[config.mk]
export PLATFORM = sky130hd
export DESIGN_NAME = poly_song_reader
export DESIGN_NICKNAME = d
export VERILOG_FILES = /design/src/rtl/song_pkg.sv /design/src/rtl/song_rom.sv /design/src/rtl/poly_song_reader.sv
export SDC_FILE = /design/constraint.sdc
export NUM_CORES = 1
export LEC_CHECK = 0
export BUFFER_PORTS_ARGS = -buffer_cell sky130_fd_sc_hd__buf_2
export CAP_MARGIN = 30
export CORE_AREA = 5 5 129 131
export DETAILED_ROUTE_END_ITERATION = 10
export DIE_AREA = 0 0 134 136
export HOLD_SLACK_MARGIN = 0.03
export PLACE_DENSITY_LB_ADDON = 0.15
export SETUP_SLACK_MARGIN = 0.3
export SYNTH_ARGS = -nofsm -noshare
export SYNTH_HDL_FRONTEND = slang
export SYNTH_SLANG_ARGS = --single-unit
[constraint.sdc]
create_clock -name clk -period 5 [get_ports clk]
set_input_delay 1 -clock clk [delete_from_list [all_inputs] [get_ports clk]]
set_output_delay 1 -clock clk [all_outputs]
set_load 0.05 [all_outputs]
[src/rtl/song_pkg.sv]
// Shared definitions for the song reader: default field widths, ROM entry
// layout and the sequencer state enumeration.
package song_pkg;

  localparam int NOTE_W_DEF  = 6;
  localparam int DUR_W_DEF   = 6;
  localparam int PARAM_W_DEF = 3;

  // Entry layout, LSB first: parameters, duration, note, voice, chord (MSB).
  localparam int PARAM_LSB = 0;
  localparam int DUR_LSB   = PARAM_LSB + PARAM_W_DEF;
  localparam int NOTE_LSB  = DUR_LSB + DUR_W_DEF;
  localparam int VOICE_LSB = NOTE_LSB + NOTE_W_DEF;

  typedef enum logic [2:0] {
    S_IDLE,
    S_FETCH,
    S_ISSUE,
    S_WAIT,
    S_DONE
  } state_t;

endpackage

[src/rtl/song_rom.sv]
// Song ROM with one cycle of synchronous read latency; address = {song, position}.
module song_rom
  import song_pkg::*;
#(
  parameter int NUM_SONGS      = 4,
  parameter int NOTES_PER_SONG = 32,
  parameter int NUM_VOICES     = 3,
  parameter int ENTRY_W        = 18
) (
  input  logic                                                 clk,
  input  logic [$clog2(NUM_SONGS)+$clog2(NOTES_PER_SONG)-1:0] addr,
  output logic [ENTRY_W-1:0]                                   data
);

  localparam int POS_W   = $clog2(NOTES_PER_SONG);
  localparam int VOICE_W = $clog2(NUM_VOICES);
  localparam int AW      = $clog2(NUM_SONGS) + POS_W;

  // Song 1 opens with a three-note chord and ends at entry 5; song 3 mixes
  // chords and ends at entry 20; songs 0 and 2 run the full length.
  function automatic logic [ENTRY_W-1:0] entry_at(input int s, input int i);
    logic [ENTRY_W-1:0] e;
    logic               term;
    logic               chord;
    int                 v;
    term  = (s == 1 && i == 5) || (s == 3 && i == 20);
    chord = (s == 1) ? (i < 3) : ((s == 3) ? (i % 3 == 0) : 1'b0);
    v     = (s == 1 && i < 4) ? (i % NUM_VOICES) : ((i + s) % NUM_VOICES);
    e     = '0;
    e[PARAM_LSB +: PARAM_W_DEF] = PARAM_W_DEF'((i ^ s) & 7);
    e[DUR_LSB +: DUR_W_DEF]     = term ? '0 : DUR_W_DEF'(((i + s) & 7) + 1);
    e[NOTE_LSB +: NOTE_W_DEF]   = NOTE_W_DEF'(s * 13 + i * 7 + 1);
    e[VOICE_LSB +: VOICE_W]     = VOICE_W'(v);
    e[ENTRY_W-1]                = chord;
    return e;
  endfunction

  always_ff @(posedge clk) begin
    data <= entry_at(int'(addr[AW-1:POS_W]), int'(addr[POS_W-1:0]));
  end

endmodule

[src/rtl/poly_song_reader.sv]
// Song sequencer: walks a song ROM entry by entry, issuing notes to voices,
// chaining chord entries within one time step and waiting on note_done otherwise.
module poly_song_reader
  import song_pkg::*;
#(
  parameter int NUM_SONGS      = 4,
  parameter int NOTES_PER_SONG = 32,
  parameter int NUM_VOICES     = 3,
  parameter int NOTE_W         = NOTE_W_DEF,
  parameter int DUR_W          = DUR_W_DEF,
  parameter int PARAM_W        = PARAM_W_DEF
) (
  input  logic                              clk,
  input  logic                              reset,
  input  logic                              play,
  input  logic                              loop,
  input  logic [$clog2(NUM_SONGS)-1:0]      song,
  input  logic                              note_done,
  output logic [NOTE_W-1:0]                 note,
  output logic [DUR_W-1:0]                  duration,
  output logic [PARAM_W-1:0]                parameters,
  output logic [$clog2(NUM_VOICES)-1:0]     voice,
  output logic                              new_note,
  output logic                              song_done,
  output logic                              activate,
  output logic [$clog2(NOTES_PER_SONG)-1:0] position
);

  localparam int SONG_W    = $clog2(NUM_SONGS);
  localparam int POS_W     = $clog2(NOTES_PER_SONG);
  localparam int VOICE_W   = $clog2(NUM_VOICES);
  localparam int CHORD_BIT = VOICE_LSB + VOICE_W;
  localparam int ENTRY_W   = CHORD_BIT + 1;
  localparam logic [POS_W-1:0] POS_LAST = POS_W'(NOTES_PER_SONG - 1);

  state_t               state, state_nx;
  logic [POS_W-1:0]     position_nx;
  logic                 wrapped, wrapped_nx;
  logic [SONG_W-1:0]    song_q;
  logic [ENTRY_W-1:0]   entry_p1;
  logic [NOTE_W-1:0]    note_nx;
  logic [DUR_W-1:0]     duration_nx;
  logic [PARAM_W-1:0]   parameters_nx;
  logic [VOICE_W-1:0]   voice_nx;
  logic                 new_note_nx, song_done_nx;
  logic                 running, restart, finish;

  song_rom #(
    .NUM_SONGS      (NUM_SONGS),
    .NOTES_PER_SONG (NOTES_PER_SONG),
    .NUM_VOICES     (NUM_VOICES),
    .ENTRY_W        (ENTRY_W)
  ) u_rom (
    .clk  (clk),
    .addr ({song, position}),
    .data (entry_p1)
  );

  assign running  = (state == S_FETCH) || (state == S_ISSUE) || (state == S_WAIT);
  assign restart  = running && (song != song_q);
  assign activate = play && running;

  always_comb begin
    state_nx      = state;
    position_nx   = position;
    wrapped_nx    = wrapped;
    note_nx       = note;
    duration_nx   = duration;
    parameters_nx = parameters;
    voice_nx      = voice;
    new_note_nx   = 1'b0;
    song_done_nx  = 1'b0;
    finish        = 1'b0;
    // A song change overrides everything else, including a pending note_done.
    if (restart) begin
      state_nx    = S_FETCH;
      position_nx = '0;
      wrapped_nx  = 1'b0;
    end else begin
      case (state)
        S_IDLE: begin
          position_nx = '0;
          wrapped_nx  = 1'b0;
          if (play) state_nx = S_FETCH;
        end
        S_FETCH: if (play) state_nx = S_ISSUE;
        S_ISSUE: if (play) begin
          if (entry_p1[DUR_LSB +: DUR_W] == '0) begin
            finish = 1'b1;
          end else begin
            new_note_nx   = 1'b1;
            note_nx       = entry_p1[NOTE_LSB +: NOTE_W];
            duration_nx   = entry_p1[DUR_LSB +: DUR_W];
            parameters_nx = entry_p1[PARAM_LSB +: PARAM_W];
            voice_nx      = entry_p1[VOICE_LSB +: VOICE_W];
            position_nx   = position + 1'b1;
            // Remember the wrap so the end of song is signalled on the next advance.
            wrapped_nx    = (position == POS_LAST);
            if (!entry_p1[CHORD_BIT])      state_nx = S_WAIT;
            else if (position == POS_LAST) finish   = 1'b1;
            else                           state_nx = S_FETCH;
          end
        end
        S_WAIT: if (play && note_done) begin
          if (wrapped) finish   = 1'b1;
          else         state_nx = S_FETCH;
        end
        S_DONE: if (!play || (song != song_q)) state_nx = S_IDLE;
        default: state_nx = S_IDLE;
      endcase
      if (finish) begin
        song_done_nx = 1'b1;
        position_nx  = '0;
        wrapped_nx   = 1'b0;
        state_nx     = loop ? S_FETCH : S_DONE;
      end
    end
  end

  always_ff @(posedge clk) begin
    if (reset) begin
      state      <= S_IDLE;
      position   <= '0;
      wrapped    <= 1'b0;
      note       <= '0;
      duration   <= '0;
      parameters <= '0;
      voice      <= '0;
      new_note   <= 1'b0;
      song_done  <= 1'b0;
    end else begin
      state      <= state_nx;
      position   <= position_nx;
      wrapped    <= wrapped_nx;
      note       <= note_nx;
      duration   <= duration_nx;
      parameters <= parameters_nx;
      voice      <= voice_nx;
      new_note   <= new_note_nx;
      song_done  <= song_done_nx;
    end
  end

  always_ff @(posedge clk) begin
    song_q <= song;
  end

endmodule

Word level (Yosys, flattened, before mapping)
Cells that the tools add are included.
{ "op_classes": {"bitwise_logic": 5, "n_lt_le_gt_ge": 2, "n_eq_ne": 28, "multipliers": 2, "n_reduce_logical": 22, "n_shift": 0, "addsub": 5, "div_mod_pow": 2, "mux": 32} }
{ "op_table": {"columns": ["operator", "n"], "rows": [
  ["2-to-1 mux 3 bit", 11],
  ["zero test 32 bit", 1],
  ["remainder unit 32 x 3 -> 32 bit (second input constant)", 1],
  ["remainder unit 6 x 3 -> 32 bit (second input constant)", 1],
  ["inequality test 4 x 3 -> 1 bit (second input constant)", 4],
  ["AND reduction 8 bit", 2],
  ["one-hot mux 3 bit (5 select lines)", 1],
  ["2-to-1 mux 1 bit", 14],
  ["inequality test 3 x 2 -> 1 bit (second input constant)", 4],
  ["inequality test 4 bit (second input constant)", 3],
  ["equality test 5 bit (second input constant)", 2],
  ["2-to-1 mux 5 bit", 2],
  ["one-hot mux 5 bit (2 select lines)", 1],
  ["adder 5 x 2 -> 6 bit", 1],
  ["adder 6 x 2 -> 6 bit (second input constant)", 1],
  ["adder 6 bit", 1],
  ["equality test 3 x 2 -> 1 bit (second input constant)", 2],
  ["logical AND 1 bit", 6],
  ["zero test 6 bit", 1],
  ["multiplier 2 x 4 -> 6 bit (second input constant)", 1],
  ["multiplier 5 x 3 -> 6 bit (second input constant)", 1],
  ["inequality test 3 bit (second input constant)", 2],
  ["adder 5 x 1 -> 5 bit (second input constant)", 1],
  ["equality test 5 x 4 -> 1 bit (second input constant)", 1],
  ["25 further kinds", 33]
]} }
{ "word_totals": {"mem_count": 0, "romBits": 0, "latchBits": 0, "wordCells": 111, "ramBits": 0, "output_inout_bits": 25, "in_bits": 7, "reg_bits": 48} }

Longest topological paths before layout
Gate-level depths: netlist (run 1).
{ "depth": {"ltp_word": 9, "depth_mapped": 21, "mapped_depth_nobuf": 18} }

Hierarchy
From an unflattened synthesis (run 1), not the netlist that was laid out.
{ "unflattened": {"cells_unflattened": 392, "hier_area_um2": 3574.7} }
{ "modules_own_cells": {"columns": ["module", "cells_each", "seq_area_each_um2", "instances", "area_per_inst_um2"], "rows": [
  ["song_rom", 250, 320.3, 1, 2210.9],
  ["poly_song_reader", 142, 600.6, 1, 1363.8]
]} }

Worst setup path before layout (run 1)
OpenSTA, ideal clock, no wires.
{ "synth_path": {"kind": "flip-flop to flip-flop", "start": "reg position[2]", "end": "reg u_rom.data[17]", "arrival_time_ps": 5145, "path_slack_ps": -232, "path_buffers": 3, "stages_incl_launch_ff": 22, "required_time_ps": 4913, "cell_sequence": "dfxtp_1 buf_2 inv_1 ha_1 buf_6 or2_2 ha_1 buf_6 and3b_4 a311oi_2 nor2_1 ha_1 a21o_1 nor2_1 nand3_2 xnor2_1 ha_1 or3_4 or3_1 o22ai_1 o32ai_1 o31ai_1"} }
{ "synth_via": {"elab_chain_len": 4, "elab_cells_between_ends": 5} }
{ "synth_rtl": {"columns": ["item", "line_no", "text"], "rows": [
  ["from (decl)", "poly_song_reader.sv:26", "output logic [$clog2(NOTES_PER_SONG)-1:0] position"],
  ["from (signal assigned)", "poly_song_reader.sv:133", "position <= position_nx;"],
  ["remainder unit 6 x 3 -> 32 bit", "song_rom.sv:27", "chord = (s == 1) ? (i < 3) : ((s == 3) ? (i % 3 == 0) : 1'b0);"],
  ["zero test 32 bit", "song_rom.sv:27", null],
  ["2-to-1 mux 1 bit", "song_rom.sv:27", null],
  ["2-to-1 mux 1 bit (*)", "song_rom.sv:27", null],
  ["to (signal assigned)", "song_rom.sv:39", "data <= entry_at(int'(addr[AW-1:POS_W]), int'(addr[POS_W-1:0]));"],
  ["to (decl)", "song_rom.sv:12", "output logic [ENTRY_W-1:0] data"]
]} }
Mark *: on every way between the ends. The rest lies on a longest branch, timed or not.
A chain may end at the register's enable or synchronous reset.

Worst setup path after layout (run 1)
Same ends and word-level chain as after synthesis.

==> summary.md, run 1 <==
| Metric | Value |
|---|---|
| LEAKAGE | 1.89 nW |
| Mapped Cells | 431 |
| Reg-to-Reg Start | position[2] |
| Final Cycle Share | 0.911 |
| Ys flop type | dfxtp_1 |
| Sequential cell area | 886 µm² |
| Post-synth EDFFs | 0 |
| DP HPWL | 7700 µm |
| Total gr overflow | 0 |
| Via count | 3219 |
| Longest Clk Path Bufs | 2 |
| WL final | 9800 µm |
| CP dominant cell by count | ha_1 |
| Clock skew | 0.00493 ns |
| Internal power | 577 µW |
| Gr usage total | 0.109 |
| Placeable Area | 0.0155 mm² |
| RSZ-0062 raised after global routing | yes |
| Number of I/O port buffers | 29 |
| Synth unique cells | 83 |
| Largest cells by area after synthesis | dfxtp_1 (24%), ha_1 (10%), mux2i_1 (5.9%) |
| Largest net degree at the start of global routing | 27 |
| Fillers | 1643 |
| Area of the multi-input gates | 0.00271 mm² |
| Die area | 0.0182 mm² |
| CTS H-tree depth | 2 |
| Sink Count | 44 |
| Wire per inst | 14.8 µm |
| Hold buffers post-CTS | 0 |
| Crit Path Max Fanout | 5 |
| Clock latency on the worst-skew pair | 0.29 ns |
| Worst Setup Start Kind | flop |
| Final Core Density | 0.282 |
| Post-synthesis register bit count | 44 |
| Reg power frac | 0.486 |
| Worst reg-to-reg setup slack | 0.44 ns |
| Final slew viol count | 0 |
| Worst flop-to-flop path endpoint | u_rom.data[17] |
| YS warnings | 0 |
| IR drop worst, VDD | 109 µV |
| ANT cells | 0 |
| Num CTS Buffers | 5 |
| Area growth from synthesis to layout | 16.5% |
| CTS tree | done |
| TNS Setup | 0 ns |
| Pwr dens | 176 mW/mm² |
| Worst reg-to-reg path cell count | 18 |
| CP Class | reg -> reg |
| Vias per cell | 4.86 |
| Setup WS post-layout | 0.445 ns |
| Initial Util | 0.242 |
| Worst EP arrival | 4.74 ns |
| Row cnt | 46 |
| First-pass GRT wire length | 16100 µm |
| Initial antenna violation count | 0 |
| DIE HEIGHT | 136 µm |
| Hold-critical path depth | 2 |
| Register area share after synthesis | 0.235 |
| Clock-pin slew on the worst setup and hold paths | 0.06 ns |
| Status | complete, no violations |
| CP Cell Sequence | clkinvlp_4, ha_1, or2_2, ha_1, and3b_4, a311oi_4, nor2_1, ha_1, a21o_1, nor2_1, nand3_2, xnor2_1, ha_2, or3_4, or3_1, o22ai_1, o32ai_1, o31ai_1 |
| # Max-Cap Violations | 0 |
| Final min period | 4.56 ns |
| Hold Path End | wrapped |
| Clk root buf | clkbuf_16 |
| Final #Nets | 516 |
| Clock share of power | 0.409 |
| Worst path max stage delay | 0.42 ns |
| Worst EP required | 5.19 ns |
| Post-synth top cells | nor2_1 (50), dfxtp_1 (44), ha_1 (30), nand2_1 (28), a21oi_1 (23) |
| Syn Area/Cell | 8.69 µm² |
| Slew headroom | 0.576 |
| Sw Ratio | 0.251 |
| Fraction of layout cells with a size suffix above 1 | 0.215 |
| Crit path capture type | flop |
| Vias in the first global route | 3115 |
| RePlAce Congestion | 0.816 |
| Setup-failing EPs final | 0 |
| Cell with the most instances after synthesis | nor2_1 |
| Post-synth top area share | 0.235 |
| Die X | 134 µm |
| Dominant cell type by area after synthesis | dfxtp_1 |
| Asr flop ratio synth | 0 |
| Worst path slowest cell | or3_4 |
| Fin. Hold Viols | 0 |
| DR pass1 iterations | 4 |
| Slew at the pin closest to its max-slew limit | 0.630 ns |
| Synth Cell Area | 0.00374 mm² |
| Ports | 32 |
| DRT iter0 DRCs | 207 |
| Comb power frac | 0.105 |
| Dpl ws | 0.115 ns |
| Peak Freq | 220 MHz |
| Hold path start | wrapped |
| Net Switching | 193 µW |
| Antenna Violating Nets Remaining | 0 |
| Drc violations | 0 |
| Worst hold path class | reg -> reg |
## worst max path at each step
| stage | start | end | slack, ns | cells after the start |
|---|---|---|---|---|
| 3_3_place_gp | song[0] | u_rom.data[16] | 0.18 | 18 |
| 4_1_cts | position[2] | u_rom.data[16] | 0.31 | 17 |
| 5_1_grt | position[2] | u_rom.data[17] | 0.27 | 18 |
| 2_1_floorplan | song[0] | u_rom.data[16] | 0.29 | 17 |
| 6_report | position[2] | u_rom.data[17] | 0.44 | 18 |
| 3_5_place_dp | song[0] | u_rom.data[16] | 0.12 | 18 |
## cell usage in the layout, fill, tap and decap left out, types with 6 or more instances in the layout
cell	instances
nor3_1	11
nand2_1	28
xnor2_1	14
buf_4	21
inv_1	20
a21oi_1	23
fa_1	8
mux2i_1	22
o21a_1	6
nor2_1	50
ha_1	26
nand3_1	14
o21ai_0	11
dfxtp_1	42
nand2b_1	7
buf_2	29
xor2_1	6
## stage by stage
stage               instances  instance area, µm²  hold slack, ns  power [mW]
finish                    662                4360           0.456       0.770
CTS                       659                4300           0.460       0.789
detailed placement        652                4170           0.451       0.465
global route              662                4360           0.495       0.812
floorplan                 432                3790           0.432       0.441
global placement          652                4170           0.446       0.464
## logic make-up (layout without fill, tap and decap cells)
kind of cell / count (synthesis) / count (layout) / share of synthesized area
simple gates: 156 / 156 / 0.215
compound gates: 103 / 103 / 0.218
flops: 44 / 44 / 0.235
buf+inv: 42 / 80 / 0.0598
fa+ha+maj: 39 / 39 / 0.148
xor+xnor: 23 / 23 / 0.0615
mux: 23 / 23 / 0.0618
other cells: 1 / 2 / 0.00100
## what timing repair did
| action | 4_1_cts | 5_1_grt |
|---|---|---|
| setup endpoints to repair | 0 | 3 |
| gates resized for setup | 0 | 6 |
| setup buffers | 0 | 3 |
## layer usage
metal | GRT usage | vias up | wire length (µm)
met5 | 0 | - | 0
met4 | 0.0474 | 0 | 248
met3 | 0.0152 | 12 | 330
met2 | 0.184 | 69 | 4540
met1 | 0.138 | 1499 | 4680
li1 | - | 1639 | -
## critical path: cells and delay by family (launching register included)
kind / cells / cell delay [ns]
flops: 1 / 0.36
compound gates: 5 / 1.04
buf+inv: 1 / 0.10
fa+ha+maj: 4 / 1.00
xor+xnor: 1 / 0.19
simple gates: 7 / 1.76
## cell type report
cell class / instances / share of cell area
Timing Repair Buffer: 50 / 0.0694
Multi-Input combinational cell: 346 / 0.621
Sequential cell: 44 / 0.203
Clock inverter: 2 / 0.00258
Inverter: 23 / 0.0206
Clock buffer: 5 / 0.0287
Tap cell: 192 / 0.0551
## power groups by stage
stage	Combinational [mW]	Sequential, mW	Clock, mW
3_3_place_gp	0.0818	0.382	0
6_report	0.0807	0.374	0.315
2_1_floorplan	0.0616	0.379	0
4_1_cts	0.0830	0.375	0.331
5_1_grt	0.0924	0.376	0.344
3_5_place_dp	0.0826	0.382	0
## flip-flops by register name, summed over array words and instances (netlist names)
name,cells
state,3
song_done,1
new_note,1
note,6
parameters,3
song_q,2
wrapped,1
position,5
u_rom.data,16
voice,2
duration,4
Note: power is estimated with default switching activity, not from simulation.
==> run 2: changes to the inputs <==
Settings changed: CORE_AREA 5 5 129 131 to 2 2 126 128, DIE_AREA 0 0 134 136 to 0 0 128 130, RECOVER_POWER set to 50.
==> run 2 against run 1 <==
Against the previous run:
- power shrank 0.50%
- setup slack got worse by 0.078 ns
- first-iteration DRC count down 19%
- wire length decreased by 0.15%
- fmax down 1.7%
- critical path depth increased by 1
- flip-flop and latch count unchanged
- clock power down 1%
- final cell count grew 0.76%
- utilization increased by 0.22 points
- final area is 0.40% higher
==> summary.md, run 2 (synthesis results as in run 1) <==
| Metric | Value |
|---|---|
| Status | complete, no violations (unchanged) |
| Largest net degree at the start of global routing | 18 (was 27) |
| CTS H-tree depth | 2 (unchanged) |
| Via count | 3204 (was 3219) |
| Final min period | 4.63 ns (was 4.56 ns) |
| IR drop worst, VDD | 107 µV (was 109 µV) |
| Total gr overflow | 0 (unchanged) |
| Worst path slowest cell | or3_1 (was or3_4) |
| # Max-Cap Violations | 0 (unchanged) |
| DR pass1 iterations | 6 (was 4) |
| Leading cell type in the layout, fill and taps excluded | nor2_1 (unchanged) |
| Worst reg-to-reg path cell count | 18 (unchanged) |
| Fin cells | 667 (was 662) |
| Design area | 0.00438 mm² (was 0.00436 mm²) |
| Crit Path Max Fanout | 3 (was 5) |
| Worst EP required | 5.15 ns (was 5.19 ns) |
| Dpl ws | 0.119 ns (was 0.115 ns) |
| Initial antenna violation count | 0 (unchanged) |
| ANT cells | 0 (unchanged) |
| Final Core Density | 0.284 (was 0.282) |
| Area growth from synthesis to layout | 17.0% (was 16.5%) |
| Gr usage total | 0.118 (was 0.109) |
| DRT iter0 DRCs | 168 (was 207) |
| LEAKAGE | 1.82 nW (was 1.89 nW) |
| RePlAce Congestion | 0.810 (was 0.816) |
| Pwr dens | 175 mW/mm² (was 176 mW/mm²) |
| Die X | 128 µm (was 134 µm) |
| Peak Freq | 216 MHz (was 220 MHz) |
| Hold path start | u_rom.data[14] (was wrapped) |
| Worst hold path class | reg -> reg (unchanged) |
| CP dominant cell by count | ha_4 (was ha_1) |
| Fraction of layout cells with a size suffix above 1 | 0.177 (was 0.215) |
| Placed cells | 653 (was 652) |
| Placeable Area | 0.0154 mm² (was 0.0155 mm²) |
| DIE HEIGHT | 130 µm (was 136 µm) |
| Most frequent cells in the layout | nor2_1 (49), dfxtp_1 (42), nand2_1 (28), ha_1 (26), clkbuf_1 (24) (was nor2_1 (50), dfxtp_1 (42), buf_2 (29), nand2_1 (28), ha_1 (26)) |
| Drc violations | 0 (unchanged) |
| Setup WS post-layout | 0.366 ns (was 0.445 ns) |
| Final #Nets | 521 (was 516) |
| WL final | 9780 µm (was 9800 µm) |
| Fin. Hold Viols | 0 (unchanged) |
| Hold-critical path depth | 2 (unchanged) |
| Hold_ws | 0.465 ns (was 0.456 ns) |
| TNS Setup | 0 ns (unchanged) |
| CP Cell Sequence | clkbuf_1, ha_4, inv_1, fa_2, nand2b_4, xnor2_4, inv_2, ha_4, nor2b_1, a211o_1, o211a_1, a311o_1, ha_2, a2111o_1, or3_1, a311oi_2, buf_4, xnor2_1, mux2i_1 (was clkinvlp_4, ha_1, or2_2, ha_1, and3b_4, a311oi_4, nor2_1, ha_1, a21o_1, nor2_1, nand3_2, xnor2_1, ha_2, or3_4, or3_1, o22ai_1, o32ai_1, o31ai_1) |
| Vias in the first global route | 3083 (was 3115) |
| Post-DP Area | 0.00418 mm² (was 0.00417 mm²) |
| Final slew viol count | 0 (unchanged) |
| Clock skew | 0.00241 ns (was 0.00493 ns) |
| Worst path max stage delay | 0.40 ns (was 0.42 ns) |
| Worst EP arrival | 4.78 ns (was 4.74 ns) |
| Num CTS Buffers | 5 (unchanged) |
| Clock latency on the worst-skew pair | 0.28 ns (was 0.29 ns) |
| Clk root buf | clkbuf_16 (unchanged) |
| Biggest regs | u_rom.data (16), note (6), position (5) (unchanged) |
| CTS tree | done (unchanged) |
| Worst Setup Start Kind | primary input (was flop) |
| Initial Util | 0.243 (was 0.242) |
| Reg-to-Reg Start | position[2] (unchanged) |
| Crit path capture type | flop (unchanged) |
| Final Cycle Share | 0.927 (was 0.911) |
| Worst reg-to-reg setup slack | 0.56 ns (was 0.44 ns) |
| Longest Clk Path Bufs | 2 (unchanged) |
| Number of I/O port buffers | 29 (unchanged) |
| Row cnt | 46 (unchanged) |
| Hold Path End | note[5] (was wrapped) |
| Wire per inst | 14.7 µm (was 14.8 µm) |
| Ports | 32 (unchanged) |
| DP HPWL | 7620 µm (was 7700 µm) |
| CP Class | in -> reg (was reg -> reg) |
| First-pass GRT wire length | 15800 µm (was 16100 µm) |
| Clock-pin slew on the worst setup and hold paths | 0.06 ns (about the same) |
| Pwr Total | 766 µW (was 770 µW) |
| Die area | 0.0166 mm² (was 0.0182 mm²) |
| Antenna Violating Nets Remaining | 0 (unchanged) |
| Vias per cell | 4.80 (was 4.86) |
| Slew at the pin closest to its max-slew limit | 1.10 ns (was 0.630 ns) |
| RSZ-0062 raised after global routing | no (was yes) |
| Sink Count | 44 (unchanged) |
| Setup-failing EPs final | 0 (unchanged) |
| Slew headroom | 0.265 (was 0.576) |
| Largest register by flop count | u_rom.data (unchanged) |
| Largest register FFs | 16 (unchanged) |
| Worst flop-to-flop path endpoint | u_rom.data[17] (unchanged) |
==> run 2: cell types whose count changed in the layout (fill, tap and decap cells not counted) <==
cell and change:
xor2_1 -1, ha_2 -1, ha_4 +1, nor2_1 -1
buf_2 -20, xor2_2 +1, buf_4 +1, clkbuf_1 +24
nor2_2 +1
==> run 2: per-layer routing <==
layer	part of all wire	vias up	GRT usage	wire, µm
met5	0	-	0	0
met4	0.012	0	0.0368	114
met3	0.025	9	0.0131	248
met2	0.47	59	0.196	4610
met1	0.49	1500	0.161	4810
li1	-	1636	-	-
==> run 2: where the power goes <==
part	leakage [nW]	internal, mW	switching (mW)	total [mW]
clock	0.0700	0.181	0.129	0.311
sequential	0.362	0.365	0.0102	0.375
combinational	1.39	0.0297	0.0504	0.0800
==> run 2: worst max-delay path, delay by kind of cell <==
family	cells	cell delay [ns]
AND/OR/NAND/NOR	3	0.63
XOR/XNOR	2	0.25
buffers and inverters	4	0.45
multiplexers	1	0.08
AO/OA/AOI/OAI	5	1.43
adder cells (fa/ha/maj)	4	0.95
==> run 2: cell type report <==
class                           instances  area, µm²
Fill cell                            1667      11000
Multi-Input combinational cell        346       2730
Sequential cell                        44        886
Timing Repair Buffer                   55        300
Tap cell                              192        240
Clock buffer                            5        125
Inverter                               23       90.1
Clock inverter                          2       11.3
==> run 2: repair_timing <==
action	4_1_cts	5_1_grt
setup endpoints to repair	2	3
resized for setup	1	9
hold buffers	0	0
buffers inserted	1	6
pin swaps	0	7
==> run 2: how the worst max path moves through the flow <==
stage                     depth (start not counted)             end   startpoint
after floorplan                                  17  u_rom.data[16]      song[0]
after global placement                           18  u_rom.data[16]      song[0]
after detailed placement                         18  u_rom.data[16]      song[0]
after CTS                                        18  u_rom.data[17]  position[2]
after global routing                             19  u_rom.data[15]      song[0]
final                                            19  u_rom.data[15]      song[0]
